## config.mk

```make
export PLATFORM = sky130hd
export DESIGN_NAME = regfile_dumper_flat
export DESIGN_NICKNAME = d
export VERILOG_FILES = /design/src/rtl/regfile_dumper_if.sv /design/src/rtl/regfile_dumper.sv /design/src/flat_wrapper.sv
export SDC_FILE = /design/constraint.sdc
export NUM_CORES = 1
export LEC_CHECK = 0
export CORE_ASPECT_RATIO = 1.25
export CORE_UTILIZATION = 55
export DETAILED_ROUTE_END_ITERATION = 6
export PLACE_DENSITY = 0.85
export SYNTH_ARGS = -nofsm -noshare
export SYNTH_HDL_FRONTEND = slang
export SYNTH_SLANG_ARGS = --single-unit
```

## constraint.sdc

```tcl
create_clock -name clk -period 3.59 [get_ports clk]
set_clock_uncertainty 0.1 [all_clocks]
set_input_delay 0.718 -clock clk [delete_from_list [all_inputs] [get_ports clk]]
set_output_delay 0.718 -clock clk [all_outputs]
set_load 0.02 [all_outputs]
```

## src/rtl/regfile_dumper_if.sv

```systemverilog
// regfile_dumper_if
//   Bundles the two buses the dumper talks to:
//     rd_addr   -> register-file read address (driven by the dumper)
//     rd_data   <- combinational read data for rd_addr
//     out_byte  -> stream byte
//     out_valid -> out_byte is valid
//     out_ready <- sink accepts out_byte when out_valid && out_ready
//   master: the dumper side. slave: register file plus byte sink side.
interface regfile_dumper_if;
    logic [4:0]  rd_addr;
    logic [31:0] rd_data;
    logic [7:0]  out_byte;
    logic        out_valid;
    logic        out_ready;

    modport master (
        output rd_addr,
        output out_byte,
        output out_valid,
        input  rd_data,
        input  out_ready
    );

    modport slave (
        input  rd_addr,
        input  out_byte,
        input  out_valid,
        output rd_data,
        output out_ready
    );
endinterface

```

## src/rtl/regfile_dumper.sv

```systemverilog
// regfile_dumper
//   Debug reader for the CPU register file. A start pulse walks registers
//   FIRST_REG..LAST_REG through a spare read port. Each register is snapshot
//   into a shadow word and sent as a 5-byte frame: {3'b000,index} followed by
//   the four data bytes (MSB first when MSB_FIRST=1, LSB first otherwise).
// Ports
//   clk    in   clock, rising edge
//   clrn   in   asynchronous active-high reset; abandons any dump in progress
//   start  in   dump request, sampled only while idle
//   busy   out  high from the cycle after start is accepted until the done pulse
//   done   out  one-cycle pulse after the last byte is accepted
//   bus    master modport: rd_addr/rd_data read port, out_byte/out_valid/out_ready stream
module regfile_dumper #(
    parameter int FIRST_REG = 0,
    parameter int LAST_REG  = 31,
    parameter bit MSB_FIRST = 1'b1
) (
    input  logic                    clk,
    input  logic                    clrn,
    input  logic                    start,
    output logic                    busy,
    output logic                    done,
    regfile_dumper_if.master        bus
);

    if (FIRST_REG < 0 || FIRST_REG > LAST_REG || LAST_REG > 31) begin : g_bad_range
        $error("regfile_dumper: illegal register range FIRST_REG=%0d LAST_REG=%0d",
               FIRST_REG, LAST_REG);
    end

    localparam logic [1:0] S_IDLE  = 2'd0;
    localparam logic [1:0] S_LATCH = 2'd1;
    localparam logic [1:0] S_SEND  = 2'd2;
    localparam logic [1:0] S_DONE  = 2'd3;

    localparam logic [4:0] FIRST_A = 5'(FIRST_REG);
    localparam logic [4:0] LAST_A  = 5'(LAST_REG);

    logic [1:0]  state_q,    state_d;
    logic [4:0]  rd_addr_q,  rd_addr_d;
    logic        busy_q,     busy_d;
    logic        done_q,     done_d;
    logic        valid_q,    valid_d;
    logic [7:0]  byte_q,     byte_d;
    logic [2:0]  cnt_q,      cnt_d;
    logic [31:0] shadow_q,   shadow_d;

    // Data byte k (0..3) of the frame, in transmission order.
    function automatic logic [7:0] data_byte(input logic [31:0] w, input logic [2:0] k);
        logic [1:0] sel;
        sel = MSB_FIRST ? ~k[1:0] : k[1:0];
        case (sel)
            2'd0:    data_byte = w[7:0];
            2'd1:    data_byte = w[15:8];
            2'd2:    data_byte = w[23:16];
            default: data_byte = w[31:24];
        endcase
    endfunction

    always_comb begin
        state_d   = state_q;
        rd_addr_d = rd_addr_q;
        busy_d    = busy_q;
        done_d    = 1'b0;
        valid_d   = valid_q;
        byte_d    = byte_q;
        cnt_d     = cnt_q;
        shadow_d  = shadow_q;
        case (state_q)
            S_IDLE: begin
                if (start) begin
                    rd_addr_d = FIRST_A;
                    busy_d    = 1'b1;
                    state_d   = S_LATCH;
                end
            end
            // rd_addr has been stable for a full cycle, so rd_data is settled.
            S_LATCH: begin
                shadow_d = bus.rd_data;
                byte_d   = {3'b000, rd_addr_q};
                valid_d  = 1'b1;
                cnt_d    = 3'd0;
                state_d  = S_SEND;
            end
            // cnt_q counts data bytes already loaded; the index byte is cnt 0.
            S_SEND: begin
                if (valid_q && bus.out_ready) begin
                    if (cnt_q != 3'd4) begin
                        cnt_d  = cnt_q + 3'd1;
                        byte_d = data_byte(shadow_q, cnt_q);
                    end else begin
                        valid_d = 1'b0;
                        if (rd_addr_q == LAST_A) begin
                            state_d = S_DONE;
                        end else begin
                            rd_addr_d = rd_addr_q + 5'd1;
                            state_d   = S_LATCH;
                        end
                    end
                end
            end
            S_DONE: begin
                done_d  = 1'b1;
                busy_d  = 1'b0;
                valid_d = 1'b0;
                state_d = S_IDLE;
            end
            default: state_d = S_IDLE;
        endcase
    end

    always_ff @(posedge clk or posedge clrn) begin
        if (clrn) begin
            state_q   <= S_IDLE;
            rd_addr_q <= 5'd0;
            busy_q    <= 1'b0;
            done_q    <= 1'b0;
            valid_q   <= 1'b0;
            byte_q    <= 8'd0;
            cnt_q     <= 3'd0;
            shadow_q  <= 32'd0;
        end else begin
            state_q   <= state_d;
            rd_addr_q <= rd_addr_d;
            busy_q    <= busy_d;
            done_q    <= done_d;
            valid_q   <= valid_d;
            byte_q    <= byte_d;
            cnt_q     <= cnt_d;
            shadow_q  <= shadow_d;
        end
    end

    assign busy          = busy_q;
    assign done          = done_q;
    assign bus.rd_addr   = rd_addr_q;
    assign bus.out_byte  = byte_q;
    assign bus.out_valid = valid_q;

endmodule

```

## src/flat_wrapper.sv

```systemverilog
// flat-port wrapper written by rule: the top's interface ports become plain ports
module regfile_dumper_flat 
#(
    parameter int FIRST_REG = 0,
    parameter int LAST_REG  = 31,
    parameter bit MSB_FIRST = 1'b1
)
  (clk, clrn, start, busy, done, bus_rd_addr, bus_out_byte, bus_out_valid, bus_rd_data, bus_out_ready);
  regfile_dumper_if bus_i ();
  input  logic clk;
  input  logic clrn;
  input  logic start;
  output logic busy;
  output logic done;
  output wire logic [$bits(bus_i.rd_addr)-1:0] bus_rd_addr;
  output wire logic [$bits(bus_i.out_byte)-1:0] bus_out_byte;
  output wire logic [$bits(bus_i.out_valid)-1:0] bus_out_valid;
  input wire logic [$bits(bus_i.rd_data)-1:0] bus_rd_data;
  input wire logic [$bits(bus_i.out_ready)-1:0] bus_out_ready;
  assign bus_rd_addr = bus_i.rd_addr;
  assign bus_out_byte = bus_i.out_byte;
  assign bus_out_valid = bus_i.out_valid;
  assign bus_i.rd_data = bus_rd_data;
  assign bus_i.out_ready = bus_out_ready;
  regfile_dumper #(.FIRST_REG(FIRST_REG), .LAST_REG(LAST_REG), .MSB_FIRST(MSB_FIRST)) u_core (.clk(clk), .clrn(clrn), .start(start), .busy(busy), .done(done), .bus(bus_i));
endmodule
```

* Word level (Yosys, flattened, before mapping)
Index checks and enable logic that the tools add are counted.
Operators by class: add/subtract/negate cells 2, bitwise gates (word level) 1, multiplexer cells 23, reduce and logical (&&, ||, !) cells 12, equal/unequal tests 12
Operators with widths (count):
- $pmux W8 S3 | 1
- $mux W5 | 4
- $mux W8 | 2
- $pmux W8 S2 | 1
- $pmux W5 S2 | 1
- $reduce_and A3 Y1 | 3
- $mux W2 | 4
- $pmux W2 S4 | 1
- $eq A2 B2 Y1 const B | 3
- $mux W3 | 2
- $ne A2 B2 Y1 const B | 3
- $pmux W3 S2 | 1
- $reduce_bool A2 Y1 | 3
- $add A5 B1 Y5 const B | 1
- $eq A5 B5 Y1 const B | 1
- $reduce_and A5 Y1 | 1
- $eq A2 B1 Y1 const B | 2
- $logic_not A2 Y1 | 2
- $mux W1 | 4
- $ne A2 B1 Y1 const B | 2
- $add A3 B1 Y3 const B | 1
- $ne A3 B3 Y1 const B | 1
- $pmux W1 S3 | 1
- $reduce_bool A3 Y1 | 1
- other kinds (4) | 4
Word-level totals: bits of input ports 36, flip-flop bits (word level) 53, word-level logic and storage cells 58, output and inout bits 16

* Depth between registers and ports, before layout
Gate-level depths: netlist of run 1.
word-level depth 6, gate-level depth with buffers 7, mapped depth without buffers 6

* Worst setup path after synthesis of run 1
No wires, ideal clock.
path type flip-flop to flip-flop, start point register u_core.rd_addr_q[0] (netlist: u_core.bus.rd_addr[0]), end point register u_core.rd_addr_q[3] (netlist: u_core.bus.rd_addr[3]), buffers on the path 1, slack 1588 ps, cell stages (with the launch flop) 7, arrival time 1798 ps, library setup time 104 ps, required time 3386 ps, cell sequence dfrtp_1 -> ha_1 -> and3_1 -> ha_1 -> buf_1 -> or3_1 -> o311ai_1
On the way: cells in the longest elaborated chain, start to end 5, elaborated cells on any way between the ends 8, classes of those cells add/sub (1); eq/ne (2); mux (4); reduce/logical (1)
Ends and longest elaborated chain:
- start: declaration | RTL line regfile_dumper.sv:40 | logic [4:0] rd_addr_q, rd_addr_d;
- start signal: assignment | RTL line regfile_dumper.sv:124 | rd_addr_q <= rd_addr_d;
- $add A5 B1 Y5 | RTL line regfile_dumper.sv:96 | rd_addr_d = rd_addr_q + 5'd1;
- $mux W5 | RTL line regfile_dumper.sv:93 | if (rd_addr_q == LAST_A) begin
- $mux W5 | RTL line regfile_dumper.sv:88 | if (cnt_q != 3'd4) begin
- $mux W5 | RTL line regfile_dumper.sv:87 | if (valid_q && bus.out_ready) begin
- $pmux W5 S2 | RTL line regfile_dumper.sv:69 | case (state_q)
Several ways; a longest one is shown, not always the timed one. The select of a mux whose other input is x is not followed. A chain may end at the register's enable or synchronous reset.

* Worst setup path after layout of run 1
start point register u_core.rd_addr_q[2] (netlist: u_core.bus.rd_addr[2]), end point output port bus_rd_addr[2]
RTL lines:
- end: declaration | RTL line flat_wrapper.sv:15 | output wire logic [$bits(bus_i.rd_addr)-1:0] bus_rd_addr;
No word-level cell between the ends.

==> out/metrics.yaml, run 1 <==
status:
  status: "complete, no violations"
logic_synthesis:
  synth.top_cell.area_share_pct: 52.0
  yosysUniqueCellTypes: 39
  ys.flop_type: "dfrtp_1"
  synthArstFlopShare_pct: 100
  synth_edf_count: 0
  syn_area_mm2: 0.00255
  ys_seq_elements: 53
  synth.most_common_cell: "nand2_1"
  yosysTopAreaCell: "dfrtp_1"
  synth_cells: 275
  synth_seq_area_share_pct: 52.0
  ys_warn_count: 0
  syn_avg_cell_area_um2: 9.28
  syn_nets: 318
  synthTopCellsByCount: "nand2_1 (100), dfrtp_1 (53), inv_1 (19)"
  synth.area.top_cells: "dfrtp_1 (52%), nand2_1 (15%), mux2_2 (3.5%), ha_1 (3.4%), a222oi_1 (3.1%)"
place:
  port-buffer-count: 51
  dp_hpwl_um: 3890
  dp_slack_ps: 1140
  gp_congestion: 0.770
  placed_cells_incl_taps: 369
sta:
  tightest_slew_ps: 1050
  max_slew_margin_pct: 29.7
  rsz0062_at_grt: "no"
  timing.fmax_ghz: 0.446
  hold_ws_ps: 387
  fin_ws_ps: 1350
  setup_viol: 0
  finalCriticalPeriod_ps: 2240
  min_period_over_period_pct: 62.4
  hold_viol: 0
  tns_ps: 0
  finalMaxSlewViolations: 0
worst_setup_path:
  slowest_stage: "clkdlybuf4s50_1"
  endpoint_kind: "output port"
  endpoint: "bus_rd_addr[2]"
  rr_startpoint: "u_core.cnt_q[0]"
  cp_num_cells: 1
  max_stage_delay_ps: 650
  reg2reg_slack_ps: 1540
  crit_buf_inv: 1
  crit_required_ps: 2770
  critPathTopFamily: "buffers and inverters"
  path_max_fanout: 8
  r2r_end: "u_core.bus.out_byte[2]"
  path_cells: "clkdlybuf4s50_1"
  crit_type: "reg -> out"
  crit_arrival_ps: 1420
  r2r_cells: 5
  cp-start-kind: "flip-flop"
  critPathLaunch: "u_core.bus.rd_addr[2]"
clocking:
  holdBufCountCts: 0
  cts.htree.levels: 2
  cts_resized: 0
  cts_buffer_depth: 2
  cts_setup_buffers: 0
  clockRootBuffer: "clkbuf_8"
  cts.sinks: 53
  clkLatencyLatePin_ps: 310
  cts_tree: "done"
  clk_pin_slew_ps: 90
  cts-buffers-inserted: 5
global_route:
  overflow: 0
  track_usage_pct: 24.3
  grt_pass1_vias: 1979
  antenna_found_initial: 0
  grt_max_degree: 54
  grt_pass1_wl_um: 9250
hold_path:
  hold_start: "u_core.shadow_q[3]"
  min_path_cells: 2
  hold_class: "reg -> reg"
pwr:
  p_int_uw: 1460
  netSwitchingPower_uw: 863
  cellLeakagePower_uw: 0.00145
  power_density_mw_per_mm2: 729
  ir_worst_vdd_uv: 506
  p_sw_share_pct: 37.1
  p_seq_share_pct: 43.8
  pwr-share-comb_pct: 38.2
  pwr-share-clk_pct: 18.1
route:
  drcViolationCount: 0
  via_per_inst: 5.58
  drtIter0Drc: 164
  drt_pass1_iterations: 6
  routed_wl_um: 5600
  via_count: 2104
  antenna_left: 0
  wl_per_cell_um: 14.9
floorplanning:
  io_pins: 52
  coreArea_mm2: 0.00443
  die_area_mm2: 0.00492
  die_h_um: 78.2
  fp-row-count: 27
  initial_utilization_pct: 57.7
  die_w_um: 62.9
layout:
  diodes: 0
  fin_cells: 377
  finalNetCount: 361
  drive_above_1_share_pct: 7.52
  fin_util_pct: 72.1
  area_growth_pct: 25.0
run:
  drv_cap: 0
## worst min-delay path by stage
stage / slack (ps) / to
after detailed placement: 360 / u_core.shadow_q[7]
final: 390 / u_core.shadow_q[3]
after global placement: 360 / u_core.shadow_q[6]
after floorplan: 340 / u_core.shadow_q[10]
after global routing: 410 / u_core.shadow_q[21]
after CTS: 380 / u_core.shadow_q[7]
## registers in the layout, indices dropped and copies added (netlist names)
signal	flops
u_core.shadow_q	32
u_core.state_q	2
u_core.bus.rd_addr	5
u_core.busy	1
u_core.cnt_q	3
u_core.done	1
u_core.bus.out_valid	1
u_core.bus.out_byte	8
## metrics by stage
stage | total power, µW | instance area [µm²]
finish | 2320 | 3190
global route | 2480 | 3190
CTS | 2330 | 3190
detailed placement | 1910 | 3070
global placement | 1860 | 3070
floorplan | 1600 | 2550
## cell usage in the layout, fill, tap and decap left out, types with 3 or more instances in the layout
cell / n
dfrtp_1: 53
o211ai_1: 4
mux2_2: 8
clkbuf_8: 6
nand2_1: 100
nor2_1: 5
o21ai_0: 11
ha_1: 7
mux2i_1: 3
inv_1: 18
clkdlybuf4s50_1: 51
a222oi_1: 8
nand2b_1: 3
o221ai_1: 4
a21oi_1: 3
## cell type report
type                    count  area [µm²]
well taps                  58        72.6
flip-flops and latches     53        1330
inverters                  19        71.3
clock buffers               6        82.6
repair buffers             53         526
fillers                   326        1240
clock inverters             2        37.5
multi-input cells         186        1070
## power groups by stage
stage	Combinational (µW)	Sequential [µW]	Clock (µW)
finish	887	1020	420
global route	988	1050	448
CTS	894	1020	423
detailed placement	884	1030	0
global placement	851	1010	0
floorplan	582	1020	0
## layer usage
metal | track usage [%] | wire length (µm)
met4 | 6.98 | 59
met1 | 30.9 | 2330
met3 | 4.36 | 309
met2 | 41.9 | 2910
met5 | 0 | 0
## cells by family (layout without fill, tap and decap cells)
family	after synthesis	count (layout)	share of synthesized area, %
buffers and inverters	36	80	6.08
AND/OR/NAND/NOR	123	123	20.0
adder cells (fa/ha/maj)	7	7	3.43
multiplexers	11	11	4.71
flip-flops	53	53	52.0
AO/OA/AOI/OAI	45	45	13.8
No activity file was read; power rests on OpenSTA's default activity.
==> inputs of run 2 (changes only) <==
--- a/config.mk
+++ b/config.mk
@@ -6,9 +6,9 @@
 export NUM_CORES = 1
 export LEC_CHECK = 0
 export CORE_ASPECT_RATIO = 1.25
-export CORE_UTILIZATION = 55
+export CORE_UTILIZATION = 51
 export DETAILED_ROUTE_END_ITERATION = 6
-export PLACE_DENSITY = 0.85
+export PLACE_DENSITY = 0.79
 export SYNTH_ARGS = -nofsm -noshare
 export SYNTH_HDL_FRONTEND = slang
 export SYNTH_SLANG_ARGS = --single-unit
==> constraint.sdc (replaced) <==
create_clock -name clk -period 2.11 [get_ports clk]
set_clock_uncertainty 0.1 [all_clocks]
set_input_delay 0.422 -clock clk [delete_from_list [all_inputs] [get_ports clk]]
set_output_delay 0.422 -clock clk [all_outputs]
set_load 0.02 [all_outputs]
==> out/metrics.yaml, run 2 (synthesis gave the netlist of run 1 again) <==
clocking:
  cts_tree: "done"
  cts-buffers-inserted: 5
  clockRootBuffer: "clkbuf_8"
  cts_resized: 0
  cts.htree.levels: 2
  cts_setup_buffers: 0
  cts.sinks: 53
  clk_pin_slew_ps: 90
  holdBufCountCts: 0
  cts_buffer_depth: 2
  clkLatencyLatePin_ps: 310
layout:
  final_cell_mix: "nand2_1 (100), dfrtp_1 (53), clkdlybuf4s50_1 (51), inv_1 (18), o21ai_0 (11)"
  drive_above_1_share_pct: 9.23
  fin_util_pct: 68.8
  finalNetCount: 367
  area_growth_pct: 28.3
  diodes: 0
  regArea_mm2: 0.00133
  layout_commonest_cell: "nand2_1"
  regMostFlops: "u_core.shadow_q"
  postLayoutCellArea_mm2: 0.00328
  largest_reg_flops: 32
  multiInputGateArea_mm2: 0.00107
  n_fill_cell: 386
floorplanning:
  fp-row-count: 28
  die_h_um: 81.1
  coreArea_mm2: 0.00476
  initial_utilization_pct: 53.6
  die_area_mm2: 0.00529
  io_pins: 52
  die_w_um: 65.3
global_route:
  track_usage_pct: 24.6
  grt_pass1_wl_um: 9700
  antenna_found_initial: 0
  overflow: 0
  grt_max_degree: 54
  grt_pass1_vias: 2054
status:
  status: "complete, no violations"
place:
  placed_cell_area_mm2: 0.00314
  port-buffer-count: 51
  dp_hpwl_um: 4040
  gp_congestion: 0.804
sta:
  finalCriticalPeriod_ps: 1990
  setup_viol: 0
  tns_ps: 0
  timing.fmax_ghz: 0.502
  hold_viol: 0
  min_period_over_period_pct: 94.3
  rsz0062_at_grt: "no"
  max_slew_margin_pct: 62.7
  finalMaxSlewViolations: 0
  hold_ws_ps: 361
  tightest_slew_ps: 556
worst_setup_path:
  endpoint_kind: "flip-flop"
  crit_required_ps: 2220
  cp-start-kind: "flip-flop"
  path_max_fanout: 8
  crit_arrival_ps: 2100
  crit_type: "reg -> reg"
hold_path:
  hold_class: "in -> async"
route:
  drcViolationCount: 0
  antenna_left: 0
  via_count: 2133
  routed_wl_um: 5840
  via_per_inst: 5.54
  wl_per_cell_um: 15.2
  drt_pass1_iterations: 7
  drtIter0Drc: 209
pwr:
  netSwitchingPower_uw: 1500
  pwr-share-clk_pct: 19.5
  pwr-share-comb_pct: 39.0
  cellLeakagePower_uw: 0.00150
  p_seq_share_pct: 41.6
  p_sw_share_pct: 36.4
  p_int_uw: 2620
  power_density_mw_per_mm2: 1260
  ir_worst_vdd_uv: 750
run:
  drv_cap: 0
run 2: changes by cell type in the layout (fill, tap and decap cells not counted), sizes merged:
cell      change
clkinv        +1
buf           +6
clkbuf        -1
clkinvlp      -1
bufinv        +1
run 2: critical path, cell delays in order, from the launching register on:
cell and delay [ps]:
dfrtp_1 440, inv_1 120, ha_1 250, and2_4 180, or3_1 540, o221ai_1 270
run 2: power by group through the flow:
stage | Clock, µW | Sequential [µW] | Combinational (µW)
floorplan | 0 | 1740 | 991
global placement | 0 | 1710 | 1550
detailed placement | 0 | 1720 | 1600
CTS | 820 | 1710 | 1620
global route | 860 | 1760 | 1800
finish | 803 | 1710 | 1610
run 2: path summary, 6_finish.rpt:
path / to / slack, ps / cells past startpoint / from
max in group asynchronous: u_core.bus.rd_addr[0] / 1290 / 3 / clrn
min reg2reg: u_core.shadow_q[4] / 390 / 2 / u_core.shadow_q[4]
min in group clk: u_core.shadow_q[4] / 390 / 2 / u_core.shadow_q[4]
max: u_core.bus.out_byte[2] / 120 / 5 / u_core.cnt_q[0]
max reg2reg: u_core.bus.out_byte[2] / 120 / 5 / u_core.cnt_q[0]
min: u_core.done / 360 / 3 / clrn
run 2: through the flow:
stage,total power (µW),worst slack (ps),cells
after floorplan,2730,108,275
after global placement,3260,143,377
after detailed placement,3330,101,377
after CTS,4150,114,385
after global routing,4420,13.8,385
final,4130,120,385
run 2: layout make-up:
type	count	share of cell area, %
multi-input combinational	186	32.8
clock inverter	3	1.99
inverter	19	2.18
sequential	53	40.5
clock buffer	5	2.10
timing repair buffer	59	18.2
tap	60	2.29
run 2: metal layers:
layer / share of wire, % / up-vias / GRT usage (%) / routed length (µm)
li1: - / 1025 / - / -
met1: 40 / 1013 / 29.6 / 2320
met2: 52 / 77 / 42.5 / 3020
met3: 5.2 / 18 / 4.49 / 304
met4: 3.5 / 0 / 11.1 / 206
met5: 0 / - / 0 / 0
==> inputs of run 3 (changes only) <==
--- a/config.mk
+++ b/config.mk
@@ -9,6 +9,7 @@
 export CORE_UTILIZATION = 51
 export DETAILED_ROUTE_END_ITERATION = 6
 export PLACE_DENSITY = 0.79
+export SLEW_MARGIN = 20
 export SYNTH_ARGS = -nofsm -noshare
 export SYNTH_HDL_FRONTEND = slang
 export SYNTH_SLANG_ARGS = --single-unit
==> results of run 3 <==
Same layout as run 2: the final DEF is identical, and so are final timing and power.
